`src/rtl/usbt_pkt_drain_if.sv`:
```
// FIFO read side and packet output side of the packet drain, bundled as one interface.
// slave: the drain itself (pops the FIFO, drives packet beats); master: the FIFO/sink environment.
interface usbt_pkt_drain_if #(
  parameter int DATA_WIDTH     = 32,
  parameter int COD_ENDP_WIDTH = 6
);
  logic                      fifo_read_ready;
  logic                      fifo_read_command;
  logic                      fifo_eop;
  logic                      fifo_error;
  logic                      fifo_entry_type;
  logic [1:0]                fifo_d_width;
  logic [COD_ENDP_WIDTH-1:0] fifo_endp_entry;
  logic [DATA_WIDTH-1:0]     fifo_data;

  logic                      pkt_valid;
  logic                      pkt_ready;
  logic                      pkt_sop;
  logic                      pkt_eop;
  logic                      pkt_err;
  logic [1:0]                pkt_bytes;
  logic [DATA_WIDTH-1:0]     pkt_data;
  logic [COD_ENDP_WIDTH-1:0] pkt_endp;

  modport master (
    output fifo_read_ready, fifo_eop, fifo_error, fifo_entry_type,
    output fifo_d_width, fifo_endp_entry, fifo_data,
    input  fifo_read_command,
    input  pkt_valid, pkt_sop, pkt_eop, pkt_err, pkt_bytes, pkt_data, pkt_endp,
    output pkt_ready
  );

  modport slave (
    input  fifo_read_ready, fifo_eop, fifo_error, fifo_entry_type,
    input  fifo_d_width, fifo_endp_entry, fifo_data,
    output fifo_read_command,
    output pkt_valid, pkt_sop, pkt_eop, pkt_err, pkt_bytes, pkt_data, pkt_endp,
    input  pkt_ready
  );
endinterface

```
`src/rtl/usbt_pkt_drain.sv`:
```
// Drains packets from a show-ahead FIFO into a header beat plus one beat per word (latency 1);
// holds its output register under pkt_ready=0. Optional stats counters: define USBT_PKT_DRAIN_STATS_EN.
module usbt_pkt_drain #(
  parameter int DATA_WIDTH     = 32,
  parameter int COD_ENDP_WIDTH = 6,
  parameter int USB_LEN_WIDTH  = 12,
  parameter int CNT_WIDTH      = 16
) (
  input  logic                     clk,
  input  logic                     reset_n,
  input  logic                     drain_en,
  input  logic [USB_LEN_WIDTH-1:0] max_usb_pkt_len,
  usbt_pkt_drain_if.slave          bus,
  input  logic                     stats_clr,
  output logic [CNT_WIDTH-1:0]     pkt_cnt,
  output logic [CNT_WIDTH-1:0]     err_pkt_cnt,
  output logic                     busy
);

  localparam int BW = USB_LEN_WIDTH + 1;

  typedef enum logic [1:0] {
    S_IDLE,
    S_HDR,
    S_DATA,
    S_DROP
  } state_t;

  state_t r_state;
  state_t w_state_nxt;

  logic                      r_vld;
  logic                      r_sop;
  logic                      r_eop;
  logic                      r_err;
  logic [1:0]                r_bytes;
  logic [DATA_WIDTH-1:0]     r_data;
  logic [COD_ENDP_WIDTH-1:0] r_endp;
  logic [BW-1:0]             r_byte_cnt;

  logic                      w_out_free;
  logic                      w_pop;
  logic                      w_load;
  logic                      w_ld_sop;
  logic                      w_ld_eop;
  logic                      w_ld_err;
  logic [1:0]                w_ld_bytes;
  logic [DATA_WIDTH-1:0]     w_ld_data;
  logic [COD_ENDP_WIDTH-1:0] w_ld_endp;
  logic [DATA_WIDTH-1:0]     w_hdr_word;
  logic [2:0]                w_word_bytes;
  logic [BW:0]               w_cnt_sum;
  logic [BW-1:0]             w_cnt_sat;
  logic [BW-1:0]             w_byte_cnt_nxt;
  logic                      w_over;
  logic                      w_acc_eop;

  assign w_out_free = !r_vld || bus.pkt_ready;
  assign busy       = (r_state != S_IDLE);
  assign w_acc_eop  = r_vld && bus.pkt_ready && r_eop;

  // Byte accounting for the current head word; eop words carry a partial count, 0 encodes 4.
  always_comb begin
    w_word_bytes = 3'd4;
    if (bus.fifo_eop && (bus.fifo_d_width != 2'd0)) begin
      w_word_bytes = {1'b0, bus.fifo_d_width};
    end
    w_cnt_sum = {1'b0, r_byte_cnt} + {{(BW-2){1'b0}}, w_word_bytes};
    w_cnt_sat = w_cnt_sum[BW] ? {BW{1'b1}} : w_cnt_sum[BW-1:0];
    w_over    = (max_usb_pkt_len != '0) && !bus.fifo_eop &&
                (w_cnt_sat > {1'b0, max_usb_pkt_len});
  end

  always_comb begin
    w_hdr_word                             = '0;
    w_hdr_word[COD_ENDP_WIDTH-1:0]         = bus.fifo_endp_entry;
    w_hdr_word[COD_ENDP_WIDTH+1]           = bus.fifo_entry_type;
  end

  always_ff @(posedge clk) begin
    if (!reset_n) begin
      r_state    <= S_IDLE;
      r_byte_cnt <= '0;
    end else begin
      r_state    <= w_state_nxt;
      r_byte_cnt <= w_byte_cnt_nxt;
    end
  end

  always_comb begin
    w_state_nxt    = r_state;
    w_byte_cnt_nxt = r_byte_cnt;
    w_pop          = 1'b0;
    w_load         = 1'b0;
    w_ld_sop       = 1'b0;
    w_ld_eop       = 1'b0;
    w_ld_err       = 1'b0;
    w_ld_bytes     = 2'd0;
    w_ld_data      = '0;
    w_ld_endp      = '0;
    unique case (r_state)
      S_IDLE: begin
        w_byte_cnt_nxt = '0;
        if (drain_en && bus.fifo_read_ready) begin
          w_state_nxt = S_HDR;
        end
      end
      S_HDR: begin
        // Header is built from the head entry, which stays in the FIFO as the first data word.
        if (bus.fifo_read_ready && w_out_free) begin
          w_load      = 1'b1;
          w_ld_sop    = 1'b1;
          w_ld_data   = w_hdr_word;
          w_ld_endp   = bus.fifo_endp_entry;
          w_state_nxt = S_DATA;
        end
      end
      S_DATA: begin
        if (bus.fifo_read_ready && w_out_free) begin
          w_pop          = 1'b1;
          w_load         = 1'b1;
          w_ld_data      = bus.fifo_data;
          w_ld_endp      = bus.fifo_endp_entry;
          w_byte_cnt_nxt = w_cnt_sat;
          if (bus.fifo_eop) begin
            w_ld_eop    = 1'b1;
            w_ld_err    = bus.fifo_error;
            w_ld_bytes  = bus.fifo_d_width;
            w_state_nxt = S_IDLE;
          end else if (w_over) begin
            w_ld_eop    = 1'b1;
            w_ld_err    = 1'b1;
            w_state_nxt = S_DROP;
          end
        end
      end
      S_DROP: begin
        if (bus.fifo_read_ready) begin
          w_pop = 1'b1;
          if (bus.fifo_eop) begin
            w_state_nxt = S_IDLE;
          end
        end
      end
      default: w_state_nxt = S_IDLE;
    endcase
  end

  assign bus.fifo_read_command = w_pop && reset_n;

  always_ff @(posedge clk) begin
    if (!reset_n) begin
      r_vld   <= 1'b0;
      r_sop   <= 1'b0;
      r_eop   <= 1'b0;
      r_err   <= 1'b0;
      r_bytes <= 2'd0;
      r_data  <= '0;
      r_endp  <= '0;
    end else if (w_load) begin
      r_vld   <= 1'b1;
      r_sop   <= w_ld_sop;
      r_eop   <= w_ld_eop;
      r_err   <= w_ld_err;
      r_bytes <= w_ld_bytes;
      r_data  <= w_ld_data;
      r_endp  <= w_ld_endp;
    end else if (bus.pkt_ready) begin
      r_vld   <= 1'b0;
    end
  end

  assign bus.pkt_valid = r_vld;
  assign bus.pkt_sop   = r_sop;
  assign bus.pkt_eop   = r_eop;
  assign bus.pkt_err   = r_err;
  assign bus.pkt_bytes = r_bytes;
  assign bus.pkt_data  = r_data;
  assign bus.pkt_endp  = r_endp;

`ifdef USBT_PKT_DRAIN_STATS_EN
  logic [CNT_WIDTH-1:0] r_pkt_cnt;
  logic [CNT_WIDTH-1:0] r_err_pkt_cnt;

  // Clear wins over a same-cycle increment.
  always_ff @(posedge clk) begin
    if (!reset_n || stats_clr) begin
      r_pkt_cnt     <= '0;
      r_err_pkt_cnt <= '0;
    end else if (w_acc_eop) begin
      if (r_pkt_cnt != {CNT_WIDTH{1'b1}}) begin
        r_pkt_cnt <= r_pkt_cnt + 1'b1;
      end
      if (r_err && (r_err_pkt_cnt != {CNT_WIDTH{1'b1}})) begin
        r_err_pkt_cnt <= r_err_pkt_cnt + 1'b1;
      end
    end
  end

  assign pkt_cnt     = r_pkt_cnt;
  assign err_pkt_cnt = r_err_pkt_cnt;
`else
  logic w_unused_stats;
  assign w_unused_stats = stats_clr ^ w_acc_eop;
  assign pkt_cnt        = '0;
  assign err_pkt_cnt    = '0;
`endif

endmodule

```
`src/flat_wrapper.sv`:
```
// flat-port wrapper written by rule: the top's interface ports become plain ports
module usbt_pkt_drain_flat 
#(
  parameter int DATA_WIDTH     = 32,
  parameter int COD_ENDP_WIDTH = 6,
  parameter int USB_LEN_WIDTH  = 12,
  parameter int CNT_WIDTH      = 16
)
  (clk, reset_n, drain_en, max_usb_pkt_len, stats_clr, pkt_cnt, err_pkt_cnt, busy, bus_fifo_read_ready, bus_fifo_eop, bus_fifo_error, bus_fifo_entry_type, bus_fifo_d_width, bus_fifo_endp_entry, bus_fifo_data, bus_fifo_read_command, bus_pkt_valid, bus_pkt_sop, bus_pkt_eop, bus_pkt_err, bus_pkt_bytes, bus_pkt_data, bus_pkt_endp, bus_pkt_ready);
  usbt_pkt_drain_if #(.DATA_WIDTH(DATA_WIDTH), .COD_ENDP_WIDTH(COD_ENDP_WIDTH)) bus_i ();
  input  logic clk;
  input  logic reset_n;
  input  logic drain_en;
  input  logic [USB_LEN_WIDTH-1:0] max_usb_pkt_len;
  input  logic stats_clr;
  output logic [CNT_WIDTH-1:0] pkt_cnt;
  output logic [CNT_WIDTH-1:0] err_pkt_cnt;
  output logic busy;
  input wire logic [$bits(bus_i.fifo_read_ready)-1:0] bus_fifo_read_ready;
  input wire logic [$bits(bus_i.fifo_eop)-1:0] bus_fifo_eop;
  input wire logic [$bits(bus_i.fifo_error)-1:0] bus_fifo_error;
  input wire logic [$bits(bus_i.fifo_entry_type)-1:0] bus_fifo_entry_type;
  input wire logic [$bits(bus_i.fifo_d_width)-1:0] bus_fifo_d_width;
  input wire logic [$bits(bus_i.fifo_endp_entry)-1:0] bus_fifo_endp_entry;
  input wire logic [$bits(bus_i.fifo_data)-1:0] bus_fifo_data;
  output wire logic [$bits(bus_i.fifo_read_command)-1:0] bus_fifo_read_command;
  output wire logic [$bits(bus_i.pkt_valid)-1:0] bus_pkt_valid;
  output wire logic [$bits(bus_i.pkt_sop)-1:0] bus_pkt_sop;
  output wire logic [$bits(bus_i.pkt_eop)-1:0] bus_pkt_eop;
  output wire logic [$bits(bus_i.pkt_err)-1:0] bus_pkt_err;
  output wire logic [$bits(bus_i.pkt_bytes)-1:0] bus_pkt_bytes;
  output wire logic [$bits(bus_i.pkt_data)-1:0] bus_pkt_data;
  output wire logic [$bits(bus_i.pkt_endp)-1:0] bus_pkt_endp;
  input wire logic [$bits(bus_i.pkt_ready)-1:0] bus_pkt_ready;
  assign bus_i.fifo_read_ready = bus_fifo_read_ready;
  assign bus_i.fifo_eop = bus_fifo_eop;
  assign bus_i.fifo_error = bus_fifo_error;
  assign bus_i.fifo_entry_type = bus_fifo_entry_type;
  assign bus_i.fifo_d_width = bus_fifo_d_width;
  assign bus_i.fifo_endp_entry = bus_fifo_endp_entry;
  assign bus_i.fifo_data = bus_fifo_data;
  assign bus_fifo_read_command = bus_i.fifo_read_command;
  assign bus_pkt_valid = bus_i.pkt_valid;
  assign bus_pkt_sop = bus_i.pkt_sop;
  assign bus_pkt_eop = bus_i.pkt_eop;
  assign bus_pkt_err = bus_i.pkt_err;
  assign bus_pkt_bytes = bus_i.pkt_bytes;
  assign bus_pkt_data = bus_i.pkt_data;
  assign bus_pkt_endp = bus_i.pkt_endp;
  assign bus_i.pkt_ready = bus_pkt_ready;
  usbt_pkt_drain #(.DATA_WIDTH(DATA_WIDTH), .COD_ENDP_WIDTH(COD_ENDP_WIDTH), .USB_LEN_WIDTH(USB_LEN_WIDTH), .CNT_WIDTH(CNT_WIDTH)) u_core (.clk(clk), .reset_n(reset_n), .drain_en(drain_en), .max_usb_pkt_len(max_usb_pkt_len), .bus(bus_i), .stats_clr(stats_clr), .pkt_cnt(pkt_cnt), .err_pkt_cnt(err_pkt_cnt), .busy(busy));
endmodule
```
`config.mk`:
```
export PLATFORM = sky130hd
export DESIGN_NAME = usbt_pkt_drain_flat
export DESIGN_NICKNAME = d
export VERILOG_FILES = /design/src/rtl/usbt_pkt_drain_if.sv /design/src/rtl/usbt_pkt_drain.sv /design/src/flat_wrapper.sv
export SDC_FILE = /design/constraint.sdc
export NUM_CORES = 1
export LEC_CHECK = 0
export BUFFER_PORTS_ARGS = -buffer_cell sky130_fd_sc_hd__buf_2
export CORE_ASPECT_RATIO = 1.5
export CORE_MARGIN = 1
export CORE_UTILIZATION = 44
export DETAILED_ROUTE_END_ITERATION = 6
export PLACE_DENSITY = 0.74
export SYNTH_ARGS = -nofsm -noshare
export SYNTH_HDL_FRONTEND = slang
export SYNTH_SLANG_ARGS = --single-unit
```
`constraint.sdc`:
```
create_clock -name clk -period 3.3 [get_ports clk]
set_input_delay 0.66 -clock clk [delete_from_list [all_inputs] [get_ports clk]]
set_output_delay 0.66 -clock clk [all_outputs]
set_load 0.02 [all_outputs]
```
==> results of run 1 <==
==> kinds of logic after synthesis <==
group           share of synthesized area [%]
compound gates                          22.04
xor+xnor                                2.010
fa+ha+maj                               7.394
buf+inv                                 12.10
flops                                   33.88
mux                                    0.3230
other cells                            0.1076
simple gates                            22.15
==> Yosys cell counts, types with 4 or more instances <==
cell,number,share of area [%]
clkbuf_1,22,2.4
a22oi_1,7,1.5
and3_1,4,0.72
o21ai_0,11,1.6
dfxtp_1,59,34
nor3b_1,7,1.5
a21o_1,7,1.5
a221oi_1,8,2.0
ha_1,19,6.8
a21oi_1,12,1.7
nand3_1,37,5.3
nor2_1,21,2.3
xor2_1,4,1.0
inv_1,22,2.4
nand2_1,69,7.4
buf_4,32,6.9
nor2b_1,7,1.3
a21boi_0,40,8.6
xnor2_1,4,1.0
==> power by group through the flow <==
stage | Combinational (mW) | Clock, mW | Sequential [mW]
global route | 0.836 | 1.06 | 0.832
finish | 0.760 | 1.00 | 0.822
CTS | 0.748 | 1.02 | 0.821
detailed placement | 0.742 | 0 | 0.835
global placement | 0.722 | 0 | 0.830
floorplan | 0.469 | 0 | 0.901
==> metrics by stage <==
step / hold WS [ns] / setup TNS, ns
global placement: 0.4453 / -1.099
global route: 0.4889 / -0.1891
floorplan: 0.4771 / 0
CTS: 0.4616 / 0
detailed placement: 0.4547 / -1.569
finish: 0.4583 / 0
==> cell usage in the layout (no fill, tap or decap), types with 4 or more instances in the layout <==
master	instances
a21boi_0	40
a21o_1	7
a21oi_1	9
a221oi_1	7
a22oi_1	7
buf_2	104
buf_4	39
clkbuf_16	9
conb_1	32
dfxtp_1	59
ha_1	13
ha_4	6
inv_1	20
nand2_1	66
nand3_1	33
nor2_1	18
nor2b_1	7
nor3b_1	7
o21ai_0	11
xor2_1	4
==> worst paths after layout <==
path / startpoint / end / slack (ns) / cells after the start
setup / recovery: bus_fifo_eop / u_core.bus.pkt_err / 0.06 / 17
hold / removal: u_core.bus.pkt_data[14] / u_core.bus.pkt_data[14] / 0.46 / 2
setup reg to reg: u_core.r_byte_cnt[0] / u_core.bus.pkt_err / 0.25 / 14
hold reg to reg: u_core.bus.pkt_data[14] / u_core.bus.pkt_data[14] / 0.46 / 2
==> sequential cells by signal, summed over array words and instances (netlist names) <==
register              count
u_core.bus.pkt_bytes      2
u_core.bus.pkt_data      32
u_core.bus.pkt_endp       6
u_core.bus.pkt_eop        1
u_core.bus.pkt_err        1
u_core.bus.pkt_sop        1
u_core.bus.pkt_valid      1
u_core.r_byte_cnt        13
u_core.r_state            2
==> repair_timing <==
action,4_1_cts,5_1_grt
resized for setup,8,23
setup endpoints to repair,4,4
setup buffers,1,7
pin swaps,8,23
==> layout make-up <==
type / instances / area [µm²] / share of cell area (%)
Clock buffer: 11 / 252.7 / 5.278
Clock inverter: 5 / 75.07 / 1.568
Inverter: 22 / 82.58 / 1.725
Multi-Input combinational cell: 328 / 2198 / 45.91
Sequential cell: 59 / 1181 / 24.67
Tap cell: 102 / 127.6 / 2.665
Timing Repair Buffer: 147 / 870.8 / 18.19
==> metal layers <==
| metal | GRT usage [%] | wire (µm) |
|---|---|---|
| met1 | 23.00 | 3534 |
| met5 | 0 | 0 |
| met3 | 5.818 | 504 |
| met2 | 38.50 | 4619 |
| met4 | 10.31 | 235 |
==> worst max-delay path, cell delays in order <==
cell	delay, ns
buf_8	0.10
and2_4	0.17
nor2_2	0.15
ha_4	0.18
a21oi_2	0.07
a211oi_2	0.27
buf_4	0.17
inv_1	0.05
or3_4	0.38
xor2_1	0.14
nand2_1	0.11
ha_4	0.31
nand3_4	0.09
nor3_4	0.17
a21oi_2	0.06
a31oi_4	0.26
a21oi_1	0.10
==> results.json, run 1 <==
{
  "status": "finished clean",
  "startpoint_type": "primary input",
  "fin_ws_ns": 0.06320,
  "p_comb_share_pct": 29.4,
  "drt-wirelength-per-cell_um": 13.19,
  "hold_class": "reg -> reg",
  "critPathCaptureType": "register",
  "arrival_ns": 3.44,
  "synth_area_um2": 3486,
  "synth_cells": 436,
  "antenna_found_initial": 0,
  "clk_pin_slew_ns": 0.05,
  "path_max_fanout": 4,
  "cts_hold_buf": 0,
  "ys_ff_latch": 59,
  "grt_max_degree": 64,
  "place.gp.congestion": 0.8274,
  "io_pins": 139,
  "pwr-share-seq_pct": 31.8,
  "maxSlewHeadroom_pct": 49.15,
  "fin_cells": 674,
  "utilization_pct": 62.50,
  "dieArea_um2": 8290,
  "fin_crit_sh_pct": 98.08,
  "swShare_pct": 33.03,
  "dr.pass1.iters": 4,
  "async_flop_share_pct": 0,
  "coreArea_um2": 7661,
  "cts_tree": "done",
  "worstMarginPinSlew_ns": 0.7627,
  "layout.nets": 648,
  "routed_wl_um": 8893,
  "p_leak_nw": 2.184,
  "critPathRequiredTime_ns": 3.50,
  "area_growth_syn_to_layout_pct": 37.37,
  "grt_first_pass_wirelength_um": 14120,
  "cts-root-to-sink-buffers": 2,
  "num_antenna_cells": 0,
  "grt_overflow_total": 0,
  "cts_root_buf": "clkbuf_16",
  "start_util_pct": 45.50,
  "insertion_delay_ns": 0.32,
  "vias": 3414,
  "final-hold-violation-count": 0,
  "clockPowerShare_pct": 38.8,
  "synth_ff_type": "dfxtp_1",
  "place.port_buffers": 105,
  "drc": 0,
  "finalMaxSlewViolations": 0,
  "stdcell_area_um2": 4788,
  "internal-power_mw": 1.732,
  "post-place-ws_ns": -0.3978,
  "drive_gt1_share_pct": 34.79,
  "via_per_inst": 5.065,
  "htree_levels": 3,
  "synth_cell_types": 46,
  "grt_pass1_vias": 3293,
  "dpl_cell_area_um2": 4230,
  "synth_edf_count": 0,
  "syn_avg_cell_area_um2": 7.995,
  "drv_cap": 0,
  "grt_util_all_layers_pct": 21.81,
  "synth_seq_area_share_pct": 33.88,
  "die_x_um": 74.68,
  "fin_crit_ns": 3.237,
  "hpwl_um": 6373,
  "route.antenna.remaining_nets": 0,
  "cts_sinks": 59,
  "path_class": "in -> reg",
  "fillers": 662,
  "fmax_ghz": 0.3089,
  "die_y_um": 111.0,
  "net-switching-power_mw": 0.8540,
  "max-vdd-ir-drop_mv": 0.5075,
  "finalSetupViolCount": 0,
  "numCtsBuffers": 9,
  "placed_cells": 650,
  "std_cell_rows": 39,
  "skew_ns": 0.003609,
  "drt_iter0_drc": 143,
  "p_per_area_nw_per_um2": 540.0,
  "finalPower_mw": 2.586,
  "yosysWarnings": 0,
  "rsz0062_at_grt": "yes"
}
Note: power is estimated with default switching activity, not from simulation.
==> run 2: changes to the inputs <==
Settings changed: ABC_AREA from default to 1, CORE_UTILIZATION 44 to 52, PLACE_DENSITY 0.74 to 0.83, TNS_END_PERCENT from default to 50.
Clock period 3.3 ns to 4.1 ns, I/O delays scaled along.
==> run 2 against run 1 <==
  * Total power shrank 31%
  * Combinational power shrank 23%
  * Sequential cell count is the same
  * Clock power shrank 47%
  * Register-to-register slack gained 0.61 ns
  * Synthesized cell count grew 5.7%
  * Via count shrank 3.3%
  * Sequential power shrank 18%
  * Count of clock-buffer cells in the layout shrank 2
  * Critical path type unchanged
  * Critical endpoint is now u_core.r_state[1]
==> results.json, run 2 <==
{
  "via_per_inst": 5.159,
  "final-hold-violation-count": 0,
  "path_class": "in -> reg",
  "coreArea_um2": 6175,
  "cts_sinks": 59,
  "synth_cells": 461,
  "yosysWarnings": 0,
  "synth_xor_area_share_pct": 0.2620,
  "routed_wl_um": 7983,
  "insertion_delay_ns": 0.34,
  "drt-wirelength-per-cell_um": 12.47,
  "post-place-ws_ns": 0.1269,
  "startpoint_type": "primary input",
  "fin_crit_ns": 3.634,
  "start_util_pct": 54.14,
  "grt_max_degree": 52,
  "hpwl_um": 5993,
  "cp_slowest_cell": "fa_1",
  "syn_avg_cell_area_um2": 7.252,
  "grt_pass1_vias": 3025,
  "antenna_found_initial": 0,
  "place.port_buffers": 105,
  "finalPower_mw": 1.790,
  "cts_root_buf": "clkbuf_8",
  "synth.area.top_cells": "dfxtp_1 35%, nand2_1 11%, buf_4 7.2%, ha_1 7.1%, a22oi_1 6.1%",
  "largest_reg_flops": 32,
  "drv_cap": 0,
  "final_common_cell": "buf_2",
  "rsz0062_at_grt": "no",
  "synth_compound_area_share_pct": 14.71,
  "p_per_area_nw_per_um2": 448.8,
  "io_pins": 139,
  "synth_top_family_by_area": "simple AND/OR/NAND/NOR gates",
  "yosysTopAreaCell": "dfxtp_1",
  "place.gp.congestion": 0.8714,
  "hold_class": "reg -> reg",
  "maxSlewHeadroom_pct": 18.36,
  "fin_ws_ns": 0.4663,
  "route.antenna.remaining_nets": 0,
  "synth_edf_count": 0,
  "die_y_um": 100.2,
  "worstMarginPinSlew_ns": 1.223,
  "synth.area.mux_share_pct": 0,
  "clk_pin_slew_ns": 0.07,
  "cp_slowest_stage_delay_ns": 0.40,
  "area_growth_syn_to_layout_pct": 19.27,
  "drive_gt1_share_pct": 25.97,
  "cts_resized": 0,
  "cts_tree": "done",
  "async_flop_share_pct": 0,
  "critPathCaptureType": "register",
  "die_x_um": 67.47,
  "num_antenna_cells": 0,
  "p_leak_nw": 2.057,
  "std_cell_rows": 35,
  "synth_common_cells": "94 x nand2_1, 59 x dfxtp_1, 49 x inv_1",
  "critPathRequiredTime_ns": 4.34,
  "yosysMostFrequentCell": "nand2_1",
  "arrival_ns": 3.87,
  "grt_util_all_layers_pct": 24.91,
  "status": "finished clean",
  "synth_top_area_share_pct": 35.33,
  "path_max_fanout": 4,
  "drc": 0,
  "ys_ff_latch": 59,
  "grt_overflow_total": 0,
  "skew_ns": 0.008638,
  "fillers": 544,
  "final_cell_mix": "105 x buf_2, 94 x nand2_1, 59 x dfxtp_1, 49 x inv_1, 43 x nor2_1",
  "finalMaxSlewViolations": 0,
  "numCtsBuffers": 9,
  "synth_ff_type": "dfxtp_1",
  "fin_cells": 640,
  "fmax_ghz": 0.2752,
  "reg2reg_depth": 23,
  "synth_area_um2": 3343,
  "drt_iter0_drc": 121,
  "vias": 3302,
  "cts_hold_buf": 0,
  "whs_ns": 0.4649,
  "fin_crit_sh_pct": 88.63,
  "synthAdderAreaFrac_pct": 7.710,
  "setup_tns_ns": 0,
  "cts-root-to-sink-buffers": 2,
  "synth_cell_types": 35,
  "dieArea_um2": 6760,
  "finalSetupViolCount": 0,
  "dr.pass1.iters": 5,
  "htree_levels": 3,
  "synth_seq_area_share_pct": 35.33,
  "layout.nets": 642,
  "crit_top_cell": "inv_1",
  "hold_depth": 2,
  "synthSimpleGateAreaFrac_pct": 26.27,
  "cts_setup_buffers": 0,
  "placed_cells": 624,
  "grt_first_pass_wirelength_um": 12860,
  "max-vdd-ir-drop_mv": 0.3934
}
[run 2: cell types whose count changed after synthesis, moves of 10 or more]
cell      delta
nand2_1     +25
nor2_1      +23
a21boi_0    -40
a21oi_1     +18
inv_1       +27
clkbuf_1    -13
a22oi_1     +20
nand3_1     -10
[run 2: cell type report]
class,count,area (µm²),area share [%]
inverter,53,198.9,4.989
clock inverter,7,76.32,1.914
sequential,59,1181,29.62
timing repair buffer,109,555.5,13.93
tap,74,92.59,2.322
multi-input combinational,329,1759,44.12
clock buffer,9,123.9,3.106
[run 2: worst paths after layout]
check / startpoint / endpoint / slack, ns
max: bus_fifo_eop / u_core.r_state[1] / 0.47
min: u_core.bus.pkt_endp[0] / u_core.bus.pkt_endp[0] / 0.46
max reg2reg: u_core.r_byte_cnt[0] / u_core.r_state[1] / 0.86
min reg2reg: u_core.bus.pkt_endp[0] / u_core.bus.pkt_endp[0] / 0.46
[run 2: kinds of logic (layout without fill, tap and decap cells)]
kind of cell / after synthesis / count (layout)
adder cells (fa/ha/maj): 20 / 20
buffers and inverters: 104 / 178
AND/OR/NAND/NOR: 197 / 197
XOR/XNOR: 1 / 1
AO/OA/AOI/OAI: 79 / 79
other: 1 / 32
flip-flops: 59 / 59
[run 2: power by group]
group | total, mW | internal [mW] | leakage, nW | switching (mW)
clock network | 0.530 | 0.283 | 0.0958 | 0.247
registers | 0.672 | 0.638 | 0.477 | 0.0344
logic | 0.587 | 0.183 | 1.48 | 0.404
[run 2: layer usage]
metal  vias up  routed length, µm  global-route usage [%]
li1       1644                  -                       -
met1      1514               3049                   26.08
met2       125               4241                   44.17
met3        19                485                   5.909
met4         0                206                   13.09
met5         -                  0                       0
[run 2: stage by stage]
| stage | utilization, % | instance area [µm²] |
|---|---|---|
| floorplan | - | 3460 |
| global placement | 61.34 | 3787 |
| detailed placement | 61.34 | 3787 |
| CTS | 64.58 | 3988 |
| global route | 64.58 | 3988 |
| finish | 64.58 | 3988 |
[run 2: critical path, delay by kind of cell]
family | cells | cell delay (ns)
AND/OR/NAND/NOR | 14 | 1.24
adder cells (fa/ha/maj) | 3 | 0.95
buffers and inverters | 7 | 0.60
AO/OA/AOI/OAI | 2 | 0.27
==> run 3: changes to the inputs <==
Settings changed: ABC_AREA 1 to 0, CORE_UTILIZATION 52 to 53, REMOVE_ABC_BUFFERS from default to 1, SETUP_SLACK_MARGIN from default to 0.05.
==> run 3 against run 2 <==
  * Count of clock-buffer cells in the layout increased by 4
  * Sequential share of layout area decreased by 1.6 points
  * Non-clock buffer count increased by 7
  * Sequential power decreased by 2%
  * Die area increased by 2.2%
  * Combinational power decreased by 2%
  * Critical endpoint is now u_core.bus.pkt_eop
  * Cell count decreased by 3.9%
==> results.json, run 3 (synthesis results as in run 1) <==
{
  "via_per_inst": 5.346,
  "critPathRequiredTime_ns": 4.31,
  "cp_slowest_stage_delay_ns": 0.41,
  "clk_pin_slew_ns": 0.06,
  "hold_depth": 2,
  "numCtsBuffers": 9,
  "largest_reg_flops": 32,
  "p_per_area_nw_per_um2": 443.3,
  "drive_gt1_share_pct": 25.88,
  "path_class": "in -> reg",
  "cts_root_buf": "clkbuf_8",
  "fmax_ghz": 0.2702,
  "fillers": 553,
  "cts_resized": 0,
  "rsz0062_at_grt": "no",
  "post-place-ws_ns": 0.1079,
  "max-vdd-ir-drop_mv": 0.3436,
  "place.gp.congestion": 0.9386,
  "fin_ws_ns": 0.3995,
  "grt_overflow_total": 0,
  "fin_crit_sh_pct": 90.26,
  "die_y_um": 101.3,
  "arrival_ns": 3.91,
  "worstMarginPinSlew_ns": 0.7281,
  "cp_slowest_cell": "a211oi_2",
  "area_growth_syn_to_layout_pct": 20.78,
  "routed_wl_um": 8217,
  "htree_levels": 3,
  "path_max_fanout": 5,
  "coreArea_um2": 6262,
  "grt_pass1_vias": 3139,
  "regArea_um2": 1181,
  "drt_iter0_drc": 131,
  "setup_tns_ns": 0,
  "cts_sinks": 59,
  "grt_max_degree": 64,
  "insertion_delay_ns": 0.33,
  "fin_cells": 615,
  "start_util_pct": 55.66,
  "fin_crit_ns": 3.701,
  "cts_setup_buffers": 0,
  "cts_tree": "done",
  "dieArea_um2": 6912,
  "final_common_cell": "buf_2",
  "startpoint_type": "primary input",
  "cts-root-to-sink-buffers": 2,
  "reg2reg_depth": 14,
  "finalMaxSlewViolations": 0,
  "drt-wirelength-per-cell_um": 13.36,
  "final-hold-violation-count": 0,
  "dr.pass1.iters": 4,
  "antenna_found_initial": 0,
  "place.port_buffers": 105,
  "skew_ns": 0.01041,
  "utilization_pct": 67.23,
  "drc": 0,
  "placed_cells": 599,
  "die_x_um": 68.22,
  "std_cell_rows": 35,
  "hpwl_um": 6165,
  "cts_hold_buf": 0,
  "io_pins": 139,
  "critPathCaptureType": "register",
  "num_antenna_cells": 0,
  "p_leak_nw": 1.958,
  "status": "finished clean",
  "finalSetupViolCount": 0,
  "route.antenna.remaining_nets": 0,
  "grt_first_pass_wirelength_um": 13130,
  "maxSlewHeadroom_pct": 51.34,
  "vias": 3288,
  "final_cell_mix": "105 x buf_2, 69 x nand2_1, 59 x dfxtp_1, 40 x a21boi_0, 37 x nand3_1",
  "multi_input_comb_area_um2": 1999,
  "grt_util_all_layers_pct": 24.84,
  "layout.nets": 617,
  "drv_cap": 0,
  "hold_class": "reg -> reg",
  "path_cells": "buf_2, nand2_1, inv_1, nor2_1, ha_1, a21oi_1, a211oi_2, inv_1, or3_4, xor2_1, nand2_1, ha_1, nand3_1, nor3_1, a21oi_1, a31oi_4, o211ai_2"
}
## run 3: where the power goes
part           total (mW)  switching (mW)  internal (mW)
registers           0.659          0.0318          0.627
logic               0.578           0.398          0.180
clock network       0.630           0.221          0.409
## run 3: stage by stage
| step | power, mW | hold slack [ns] | area, µm² |
|---|---|---|---|
| 2_1_floorplan | 1.046 | 0.4478 | 3263 |
| 3_3_place_gp | 1.228 | 0.4452 | 3964 |
| 3_5_place_dp | 1.247 | 0.4536 | 3964 |
| 4_1_cts | 1.877 | 0.4625 | 4210 |
| 5_1_grt | 1.973 | 0.4875 | 4210 |
| 6_report | 1.866 | 0.4571 | 4210 |
## run 3: final timing paths
| path | from | to | slack, ns |
|---|---|---|---|
| setup reg to reg | u_core.r_byte_cnt[0] | u_core.bus.pkt_eop | 0.92 |
| setup / recovery | bus_fifo_eop | u_core.bus.pkt_eop | 0.40 |
| hold reg to reg | u_core.bus.pkt_data[24] | u_core.bus.pkt_data[24] | 0.46 |
| hold / removal | u_core.bus.pkt_data[24] | u_core.bus.pkt_data[24] | 0.46 |
## run 3: worst max-delay path: cells and delay by family
family | cells | cell delay [ns]
compound gates | 5 | 0.98
simple gates | 6 | 0.95
fa+ha+maj | 2 | 0.61
buf+inv | 3 | 0.40
xor+xnor | 1 | 0.14
## run 3: per-layer routing
metal	share of wire, %	GRT usage, %
met3	5.8	6.869
met4	1.8	12.02
met1	38	24.60
met2	55	45.55
met5	0	0
## run 3: cell type report
| type | count | share of cell area, % |
|---|---|---|
| clock buffers | 13 | 4.250 |
| inverters | 22 | 1.961 |
| repair buffers | 116 | 14.44 |
| flip-flops and latches | 59 | 28.05 |
| multi-input cells | 328 | 47.49 |
| well taps | 74 | 2.199 |
| clock inverters | 3 | 1.605 |
